===== config.mk =====
export PLATFORM = sky130hd
export DESIGN_NAME = io_bus_arbiter_flat
export DESIGN_NICKNAME = d
export VERILOG_FILES = /design/src/rtl/io_bus_pkg.sv /design/src/rtl/io_bus_arbiter_if.sv /design/src/rtl/io_arb_rr.sv /design/src/rtl/io_bus_arbiter.sv /design/src/flat_wrapper.sv
export SDC_FILE = /design/constraint.sdc
export NUM_CORES = 1
export LEC_CHECK = 0
export ABC_AREA = 1
export BUFFER_PORTS_ARGS = -buffer_cell sky130_fd_sc_hd__buf_2
export CORE_ASPECT_RATIO = 0.75
export CORE_MARGIN = 5
export CORE_UTILIZATION = 29
export CTS_CLUSTER_SIZE = 20
export DETAILED_ROUTE_END_ITERATION = 16
export GPL_TIMING_DRIVEN = 1
export MAX_ROUTING_LAYER = met4
export PLACE_DENSITY_LB_ADDON = 0.15
export SLEW_MARGIN = 15
export SYNTH_ARGS = -nofsm -noshare
export SYNTH_HDL_FRONTEND = slang
export SYNTH_SLANG_ARGS = --single-unit

===== constraint.sdc =====
create_clock -name clk -period 2.02 [get_ports clk]
set_input_delay 0.303 -clock clk [delete_from_list [all_inputs] [get_ports clk]]
set_output_delay 0.303 -clock clk [all_outputs]
set_load 0.05 [all_outputs]

===== src/rtl/io_bus_pkg.sv =====
// rtl/io_bus_pkg.sv - shared IO bus constants, master ids and response tag type
package io_bus_pkg;

    localparam int IO_ADR_W  = 14;
    localparam int IO_DATA_W = 32;

    localparam logic [IO_ADR_W-1:0] SYS_LED_IO   = 14'h3F80;
    localparam logic [IO_ADR_W-1:0] SYS_GPI_IN   = 14'h3F81;
    localparam logic [IO_ADR_W-1:0] SYS_GPIO_OUT = 14'h3F84;
    localparam logic [IO_ADR_W-1:0] SYS_GPIO_IN  = 14'h3F85;
    localparam logic [IO_ADR_W-1:0] SYS_GPIO_EN  = 14'h3F86;

    localparam logic MID_CPU = 1'b0;
    localparam logic MID_DBG = 1'b1;

    typedef struct packed {
        logic valid;
        logic id;
    } tag_t;

endpackage


===== src/rtl/io_bus_arbiter_if.sv =====
// rtl/io_bus_arbiter_if.sv - master-side handshakes and downstream IO bus of the arbiter
interface io_bus_arbiter_if;
    import io_bus_pkg::*;

    logic                 m0_req;
    logic                 m0_we;
    logic [IO_ADR_W-1:0]  m0_adr;
    logic [IO_DATA_W-1:0] m0_wdata;
    logic                 m0_gnt;
    logic                 m0_rvalid;
    logic [IO_DATA_W-1:0] m0_rdata;

    logic                 m1_req;
    logic                 m1_we;
    logic [IO_ADR_W-1:0]  m1_adr;
    logic [IO_DATA_W-1:0] m1_wdata;
    logic                 m1_gnt;
    logic                 m1_rvalid;
    logic [IO_DATA_W-1:0] m1_rdata;
    logic                 m1_lock;

    logic                 dma_io_we;
    logic [IO_ADR_W-1:0]  dma_io_wadr;
    logic [IO_DATA_W-1:0] dma_io_wdata;
    logic                 dma_io_radr_en;
    logic [IO_ADR_W-1:0]  dma_io_radr;
    logic [IO_DATA_W-1:0] dma_io_rdata;

    modport slave (
        input  m0_req, m0_we, m0_adr, m0_wdata,
        output m0_gnt, m0_rvalid, m0_rdata,
        input  m1_req, m1_we, m1_adr, m1_wdata, m1_lock,
        output m1_gnt, m1_rvalid, m1_rdata,
        output dma_io_we, dma_io_wadr, dma_io_wdata, dma_io_radr_en, dma_io_radr,
        input  dma_io_rdata
    );

    modport master (
        output m0_req, m0_we, m0_adr, m0_wdata,
        input  m0_gnt, m0_rvalid, m0_rdata,
        output m1_req, m1_we, m1_adr, m1_wdata, m1_lock,
        input  m1_gnt, m1_rvalid, m1_rdata,
        input  dma_io_we, dma_io_wadr, dma_io_wdata, dma_io_radr_en, dma_io_radr,
        output dma_io_rdata
    );

endinterface


===== src/rtl/io_arb_rr.sv =====
// rtl/io_arb_rr.sv - combinational two-way round-robin pick with m1 burst override
module io_arb_rr (
    input  logic req0,
    input  logic req1,
    input  logic last_m1,
    input  logic lock,
    input  logic burst_ok,
    output logic gnt0,
    output logic gnt1
);

    always_comb begin
        gnt0 = 1'b0;
        gnt1 = 1'b0;
        if (req0 && req1) begin
            // a locked m1 burst outranks fairness until its budget is spent
            if (lock && burst_ok) begin
                gnt1 = 1'b1;
            end else if (last_m1) begin
                gnt0 = 1'b1;
            end else begin
                gnt1 = 1'b1;
            end
        end else begin
            gnt0 = req0;
            gnt1 = req1;
        end
    end

endmodule


===== src/rtl/io_bus_arbiter.sv =====
// rtl/io_bus_arbiter.sv - two-master IO bus arbiter with registered strobes and in-order read tags
module io_bus_arbiter
    import io_bus_pkg::*;
#(
    parameter int MAX_BURST = 4
) (
    input logic              clk,
    input logic              rst_n,
    io_bus_arbiter_if.slave  bus
);

    logic       last_m1;
    logic [3:0] burst_cnt;
    logic       burst_ok;
    logic       gnt0;
    logic       gnt1;
    logic       any_gnt;
    logic       sel_we;
    tag_t       tag1;
    tag_t       tag2;

    logic [IO_ADR_W-1:0]  sel_adr;
    logic [IO_DATA_W-1:0] sel_wdata;

    assign burst_ok = (burst_cnt < 4'(MAX_BURST));

    io_arb_rr u_rr (
        .req0     (bus.m0_req),
        .req1     (bus.m1_req),
        .last_m1  (last_m1),
        .lock     (bus.m1_lock),
        .burst_ok (burst_ok),
        .gnt0     (gnt0),
        .gnt1     (gnt1)
    );

    assign any_gnt   = gnt0 | gnt1;
    assign sel_we    = gnt1 ? bus.m1_we    : bus.m0_we;
    assign sel_adr   = gnt1 ? bus.m1_adr   : bus.m0_adr;
    assign sel_wdata = gnt1 ? bus.m1_wdata : bus.m0_wdata;

    // grants are masked during reset only at the boundary; internal state is already held
    assign bus.m0_gnt = gnt0 & rst_n;
    assign bus.m1_gnt = gnt1 & rst_n;

    always_ff @(posedge clk or negedge rst_n) begin
        if (!rst_n) begin
            last_m1            <= MID_DBG;
            burst_cnt          <= '0;
            bus.dma_io_we      <= 1'b0;
            bus.dma_io_radr_en <= 1'b0;
            bus.dma_io_wadr    <= '0;
            bus.dma_io_radr    <= '0;
            bus.dma_io_wdata   <= '0;
            tag1               <= '0;
            tag2               <= '0;
        end else begin
            if (any_gnt) begin
                last_m1          <= gnt1;
                bus.dma_io_wadr  <= sel_adr;
                bus.dma_io_radr  <= sel_adr;
                bus.dma_io_wdata <= sel_wdata;
            end
            if (gnt0 || !bus.m1_lock || !bus.m0_req) begin
                burst_cnt <= '0;
            end else if (gnt1) begin
                burst_cnt <= burst_cnt + 4'd1;
            end
            bus.dma_io_we      <= any_gnt & sel_we;
            bus.dma_io_radr_en <= any_gnt & ~sel_we;
            tag1               <= '{valid: any_gnt & ~sel_we, id: gnt1};
            tag2               <= tag1;
        end
    end

    assign bus.m0_rvalid = tag2.valid && (tag2.id == MID_CPU);
    assign bus.m1_rvalid = tag2.valid && (tag2.id == MID_DBG);
    assign bus.m0_rdata  = bus.dma_io_rdata;
    assign bus.m1_rdata  = bus.dma_io_rdata;

endmodule


===== src/flat_wrapper.sv =====
// flat-port wrapper written by rule: the top's interface ports become plain ports
module io_bus_arbiter_flat import io_bus_pkg::*;
#(
    parameter int MAX_BURST = 4
)
  (clk, rst_n, bus_m0_req, bus_m0_we, bus_m0_adr, bus_m0_wdata, bus_m0_gnt, bus_m0_rvalid, bus_m0_rdata, bus_m1_req, bus_m1_we, bus_m1_adr, bus_m1_wdata, bus_m1_lock, bus_m1_gnt, bus_m1_rvalid, bus_m1_rdata, bus_dma_io_we, bus_dma_io_wadr, bus_dma_io_wdata, bus_dma_io_radr_en, bus_dma_io_radr, bus_dma_io_rdata);
  io_bus_arbiter_if bus_i ();
  input logic clk;
  input logic rst_n;
  input wire logic [$bits(bus_i.m0_req)-1:0] bus_m0_req;
  input wire logic [$bits(bus_i.m0_we)-1:0] bus_m0_we;
  input wire logic [$bits(bus_i.m0_adr)-1:0] bus_m0_adr;
  input wire logic [$bits(bus_i.m0_wdata)-1:0] bus_m0_wdata;
  output wire logic [$bits(bus_i.m0_gnt)-1:0] bus_m0_gnt;
  output wire logic [$bits(bus_i.m0_rvalid)-1:0] bus_m0_rvalid;
  output wire logic [$bits(bus_i.m0_rdata)-1:0] bus_m0_rdata;
  input wire logic [$bits(bus_i.m1_req)-1:0] bus_m1_req;
  input wire logic [$bits(bus_i.m1_we)-1:0] bus_m1_we;
  input wire logic [$bits(bus_i.m1_adr)-1:0] bus_m1_adr;
  input wire logic [$bits(bus_i.m1_wdata)-1:0] bus_m1_wdata;
  input wire logic [$bits(bus_i.m1_lock)-1:0] bus_m1_lock;
  output wire logic [$bits(bus_i.m1_gnt)-1:0] bus_m1_gnt;
  output wire logic [$bits(bus_i.m1_rvalid)-1:0] bus_m1_rvalid;
  output wire logic [$bits(bus_i.m1_rdata)-1:0] bus_m1_rdata;
  output wire logic [$bits(bus_i.dma_io_we)-1:0] bus_dma_io_we;
  output wire logic [$bits(bus_i.dma_io_wadr)-1:0] bus_dma_io_wadr;
  output wire logic [$bits(bus_i.dma_io_wdata)-1:0] bus_dma_io_wdata;
  output wire logic [$bits(bus_i.dma_io_radr_en)-1:0] bus_dma_io_radr_en;
  output wire logic [$bits(bus_i.dma_io_radr)-1:0] bus_dma_io_radr;
  input wire logic [$bits(bus_i.dma_io_rdata)-1:0] bus_dma_io_rdata;
  assign bus_i.m0_req = bus_m0_req;
  assign bus_i.m0_we = bus_m0_we;
  assign bus_i.m0_adr = bus_m0_adr;
  assign bus_i.m0_wdata = bus_m0_wdata;
  assign bus_m0_gnt = bus_i.m0_gnt;
  assign bus_m0_rvalid = bus_i.m0_rvalid;
  assign bus_m0_rdata = bus_i.m0_rdata;
  assign bus_i.m1_req = bus_m1_req;
  assign bus_i.m1_we = bus_m1_we;
  assign bus_i.m1_adr = bus_m1_adr;
  assign bus_i.m1_wdata = bus_m1_wdata;
  assign bus_i.m1_lock = bus_m1_lock;
  assign bus_m1_gnt = bus_i.m1_gnt;
  assign bus_m1_rvalid = bus_i.m1_rvalid;
  assign bus_m1_rdata = bus_i.m1_rdata;
  assign bus_dma_io_we = bus_i.dma_io_we;
  assign bus_dma_io_wadr = bus_i.dma_io_wadr;
  assign bus_dma_io_wdata = bus_i.dma_io_wdata;
  assign bus_dma_io_radr_en = bus_i.dma_io_radr_en;
  assign bus_dma_io_radr = bus_i.dma_io_radr;
  assign bus_i.dma_io_rdata = bus_dma_io_rdata;
  io_bus_arbiter #(.MAX_BURST(MAX_BURST)) u_core (.clk(clk), .rst_n(rst_n), .bus(bus_i));
endmodule

== Yosys cells after proc, flatten, opt, wreduce, memory -nomap -nowiden ==
Cells that the tools add are included.

* Bits in registers: 56
* Logic and storage cells: 38

* $lt $le $gt $ge: 1
* Reduce and logical (&&, ||, !) cells: 9
* Bitwise logic cells: 7
* Mux-type cells: 11
* $add $sub $neg: 1

{| class="wikitable"
|+ Operator list
! cell !! number
|-
| two-way mux 32 bit || 1
|-
| two-way mux 14 bit || 1
|-
| two-way mux 4 bit || 2
|-
| two-way mux 1 bit || 7
|-
| adder 4 x 1 -> 4 bit (second input constant) || 1
|-
| AND 1 bit || 4
|-
| logical AND 1 bit || 4
|-
| less-than comparator 4 x 3 -> 1 bit (second input constant) || 1
|-
| zero test 1 bit || 2
|-
| logical OR 1 bit || 2
|-
| NOT 1 bit || 2
|-
| nonzero test 2 bit || 1
|-
| bitwise OR 1 bit || 1
|}

== Longest topological paths before layout ==
* Depth after elaboration: 7
* Depth in mapped cells: 8
* Mapped depth without buffers: 7

== Cells and area by module ==
From an unflattened synthesis, not the netlist that was laid out.

* Cell total of the unflattened synthesis: 380
* Area total of the unflattened synthesis: 3398.3 um^2

{| class="wikitable"
|+ By module, submodules not included
! module !! instances !! cells each !! sequential area each (um^2) !! area each (um^2)
|-
| io_bus_arbiter || 1 || 371 || 1402.6 || 3363.2
|-
| io_arb_rr || 1 || 9 || 0.0 || 35.0
|}

== Least setup slack after synthesis ==
OpenSTA, ideal clock, no wires.

* Path kind: register to output
* Start point: register u_core.burst_cnt[2]
* End point: output bus_m1_gnt
* Buffers on the path: 1
* Arrival: 1.565 ns
* Stages on the path, launching flop included: 7
* Path slack: 0.152 ns
* Cells stage by stage: dfrtp_1 > nor2_1 > nand2_2 > nand3_2 > nand2_2 > buf_2 > nor2_1

* Cells in the longest elaborated chain, start to end: 5

{| class="wikitable"
|+ RTL lines
! item !! line !! source
|-
| start, declared || io_bus_arbiter.sv:13 || <nowiki>logic [3:0] burst_cnt;</nowiki>
|-
| start signal, assigned || io_bus_arbiter.sv:67 || <nowiki>burst_cnt <= burst_cnt + 4'd1;</nowiki>
|-
| less-than comparator 4 x 3 -> 1 bit || io_bus_arbiter.sv:25 || <nowiki>assign burst_ok = (burst_cnt < 4'(MAX_BURST));</nowiki>
|-
| logical AND 1 bit || io_arb_rr.sv:17 || <nowiki>if (lock && burst_ok) begin</nowiki>
|-
| two-way mux 1 bit || io_arb_rr.sv:17 ||
|-
| two-way mux 1 bit || io_arb_rr.sv:15 || <nowiki>if (req0 && req1) begin</nowiki>
|-
| AND 1 bit || io_bus_arbiter.sv:44 || <nowiki>assign bus.m1_gnt = gnt1 & rst_n;</nowiki>
|-
| end, declared || flat_wrapper.sv:22 || <nowiki>output wire logic [$bits(bus_i.m1_gnt)-1:0] bus_m1_gnt;</nowiki>
|}

Every way passes these cells.

== Worst setup path after layout ==
Ends and elaborated chain as after synthesis.

==> impl_metrics.env <==
export IMPL_path_delay_family="simple AND/OR/NAND/NOR gates"
export IMPL_worst_slew_pin_slew_ns=0.453
export IMPL_pwr_density_cell_nw_per_um2=819
export IMPL_viasPerCell=4.23
export IMPL_path_buf_inv=1
export IMPL_overflow=0
export IMPL_slew_headroom=0.698
export IMPL_rsz0062_at_grt="no"
export IMPL_slowest_delay_ns=0.41
export IMPL_routed_wirelength_um=9360
export IMPL_hold_viol_final=0
export IMPL_tritoncts="done"
export IMPL_status="completed"
export IMPL_cts_buffer_depth=2
export IMPL_cts_sinks=56
export IMPL_timing_final_crit_share=0.851
export IMPL_drive_above_1_share=0.335
export IMPL_die_area_um2=14400
export IMPL_yosys_warnings=0
export IMPL_synth_top_family_by_area="simple AND/OR/NAND/NOR gates"
export IMPL_met3_length_um=790
export IMPL_synthMuxAreaShare=0
export IMPL_diodes=0
export IMPL_setup_viol=0
export IMPL_grt_max_degree=55
export IMPL_area_growth_pct=14.2
export IMPL_crit_fanout=3
export IMPL_crit_path_end_kind="primary output"
export IMPL_drv_cap=0
export IMPL_wl_met2_um=3990
export IMPL_grt_pass1_vias=3042
export IMPL_crit_chain="nor2_1 > nand2_2 > nand3_2 > nand2_2 > nor2_1 > buf_2"
export IMPL_top_layer="met4"
export IMPL_critPathLaunchType="flop"
export IMPL_synth_avg_cell_area_um2=7.36
export IMPL_syn_nets=607
export IMPL_ys_types=18
export IMPL_ant_nets=0
export IMPL_synthAdderAreaFrac=0.00358
export IMPL_yosysSeqAreaShare=0.401
export IMPL_min_period_ns=1.72
export IMPL_met1_length_um=4470
export IMPL_cts_root_buffer="clkbuf_16"
export IMPL_gp_congestion=0.756
export IMPL_ys_ff_latch=56
export IMPL_peakVddDrop_uv=300
export IMPL_yosys_area_share_simple=0.316
export IMPL_critPathLaunch="u_core.burst_cnt[2]$_DFFE_PN0P_"
export IMPL_synth_compound_area_frac=0.00143
export IMPL_synthesis_area_um2=3500
export IMPL_vias=3026
export IMPL_start_util=0.299
export IMPL_required_ns=1.72
export IMPL_async_reset_ff_frac=1.00
export IMPL_worstPathArrival_ns=1.42
export IMPL_worst_slack_ns=0.302
export IMPL_clock_skew_final_ns=0.00345
export IMPL_die_w_um=137
export IMPL_hpwl_um=6910
export IMPL_synth_main_ff_cell="dfrtp_1"
export IMPL_preCtsSetupSlack_ns=0.613
export IMPL_cts_resized=0
export IMPL_drt_initial_drc_count=179
export IMPL_hold_path_class="in2async"
export IMPL_antenna_found_initial=0
export IMPL_core_rowCount=34
export IMPL_p_leak_nw=2.30
export IMPL_groute_usage_overall=0.132
export IMPL_clk_latency_ns=0.29
export IMPL_synth_xor_xnor_area_share=0.00501
export IMPL_synth_edff_count=0
export IMPL_die_y_um=105
export IMPL_timing_rr_start="u_core.burst_cnt[2]$_DFFE_PN0P_"
export IMPL_drcViolationCount=0
export IMPL_netlist_instances=475
export IMPL_clkTransAtPathRegs_ns=0.07
export IMPL_power_mw=3.27
export IMPL_tns_ns=0
export IMPL_ios=261
export IMPL_cts_max_level=2
export IMPL_core_um2=11700
export IMPL_io_buffer_count=164
export IMPL_grt_pass1_wl_um=15200
export IMPL_slowest_stage="dfrtp_1"
export IMPL_avgRoutedWirePerCell_um=13.1
export IMPL_final_nets=684
export IMPL_cts_buffers=5
export IMPL_dr_pass1_iters=4
export IMPL_critical_path_class="reg2out"
export IMPL_n_fill_cell=1266
export IMPL_final_max_slew_viol_count=0
export IMPL_postCtsHoldBufs=0
export IMPL_fmaxAchievable_ghz=0.582
export IMPL_cts_setup_buffers=0
## worst paths after layout
check | endpoint | slack [ns] | cells past startpoint
max | bus_m1_gnt | 0.30 | 6
min | u_core.bus.dma_io_wadr[6]$_DFFE_PN0P_ | 0.05 | 2
max reg2reg | u_core.bus.dma_io_we$_DFF_PN0_ | 0.64 | 7
min reg2reg | u_core.tag2[0]$_DFF_PN0_ | 0.37 | 0
max in group asynchronous | u_core.last_m1$_DFFE_PN1P_ | 1.57 | 2
min in group clk | u_core.bus.dma_io_wdata[4]$_DFFE_PN0P_ | 0.25 | 3
## cells in the final DEF (no fill, tap or decap)
cell type,netlist,routed
buf_2,17,164
nand2_1,102,102
nand3_1,96,96
nor2_1,55,55
dfrtp_1,55,55
inv_1,54,54
buf_4,79,9
clkbuf_16,0,5
nand2_2,2,2
clkbuf_1,1,2
nand3_2,1,1
nor2_4,1,1
a21oi_1,1,1
xnor2_1,1,1
xor2_1,1,1
ha_1,1,1
clkinv_2,0,1
buf_12,0,1
dfstp_2,1,1
## cells in the mapped netlist (2+ instances only)
cell type / count / share of area
buf_4: 79 / 0.17
buf_2: 17 / 0.024
nand3_1: 96 / 0.14
nor2_1: 55 / 0.059
nand2_2: 2 / 0.0036
buf_6: 6 / 0.019
dfrtp_1: 55 / 0.39
inv_1: 54 / 0.058
nand2_1: 102 / 0.11
## routing by layer
metal	global-route usage	vias up
met2	0.194	116
li1	-	1525
met3	0.0375	20
met1	0.180	1365
met5	-	-
met4	0.0335	0
## power by group
group          internal, mW  leakage (nW)  total (mW)  switching [mW]
clock                 0.460        0.0679       0.857           0.397
sequential             1.24         0.674        1.31          0.0716
combinational         0.278          1.55        1.10           0.826
total                  1.98          2.30        3.27            1.29
## flip-flops by register name, indices dropped and copies added (netlist names)
register	cells
u_core.burst_cnt	4
u_core.bus.dma_io_radr_en	1
u_core.bus.dma_io_wadr	14
u_core.bus.dma_io_wdata	32
u_core.bus.dma_io_we	1
u_core.last_m1	1
u_core.tag1	1
u_core.tag2	2
## stage by stage
step | instances | utilization | hold slack (ns) | cell area [µm²]
after detailed placement | 707 | 0.330 | 0.353 | 3850
after CTS | 715 | 0.341 | 0.0548 | 3990
after global routing | 715 | 0.341 | 0.0698 | 3990
after global placement | 707 | 0.330 | 0.333 | 3850
after floorplan | 475 | - | 0.00741 | 3500
final | 715 | 0.341 | 0.0461 | 3990
## final cells by class
cell class | instances | area [µm²] | area share
Inverter | 54 | 203 | 0.0508
Clock buffer | 7 | 133 | 0.0332
Tap cell | 162 | 203 | 0.0508
Sequential cell | 56 | 1400 | 0.351
Multi-Input combinational cell | 261 | 1140 | 0.285
Clock inverter | 1 | 5.00 | 0.00125
Timing Repair Buffer | 174 | 908 | 0.228
## kinds of logic after synthesis
kind of cell / count (synthesis)
xor gates and xnor gates: 2
AOI/OAI and AO/OA: 1
buffers and inverters: 158
and+or+nand+nor: 257
DFF: 56
adders and majority gates: 1
Note: power is estimated with default switching activity, not from simulation.
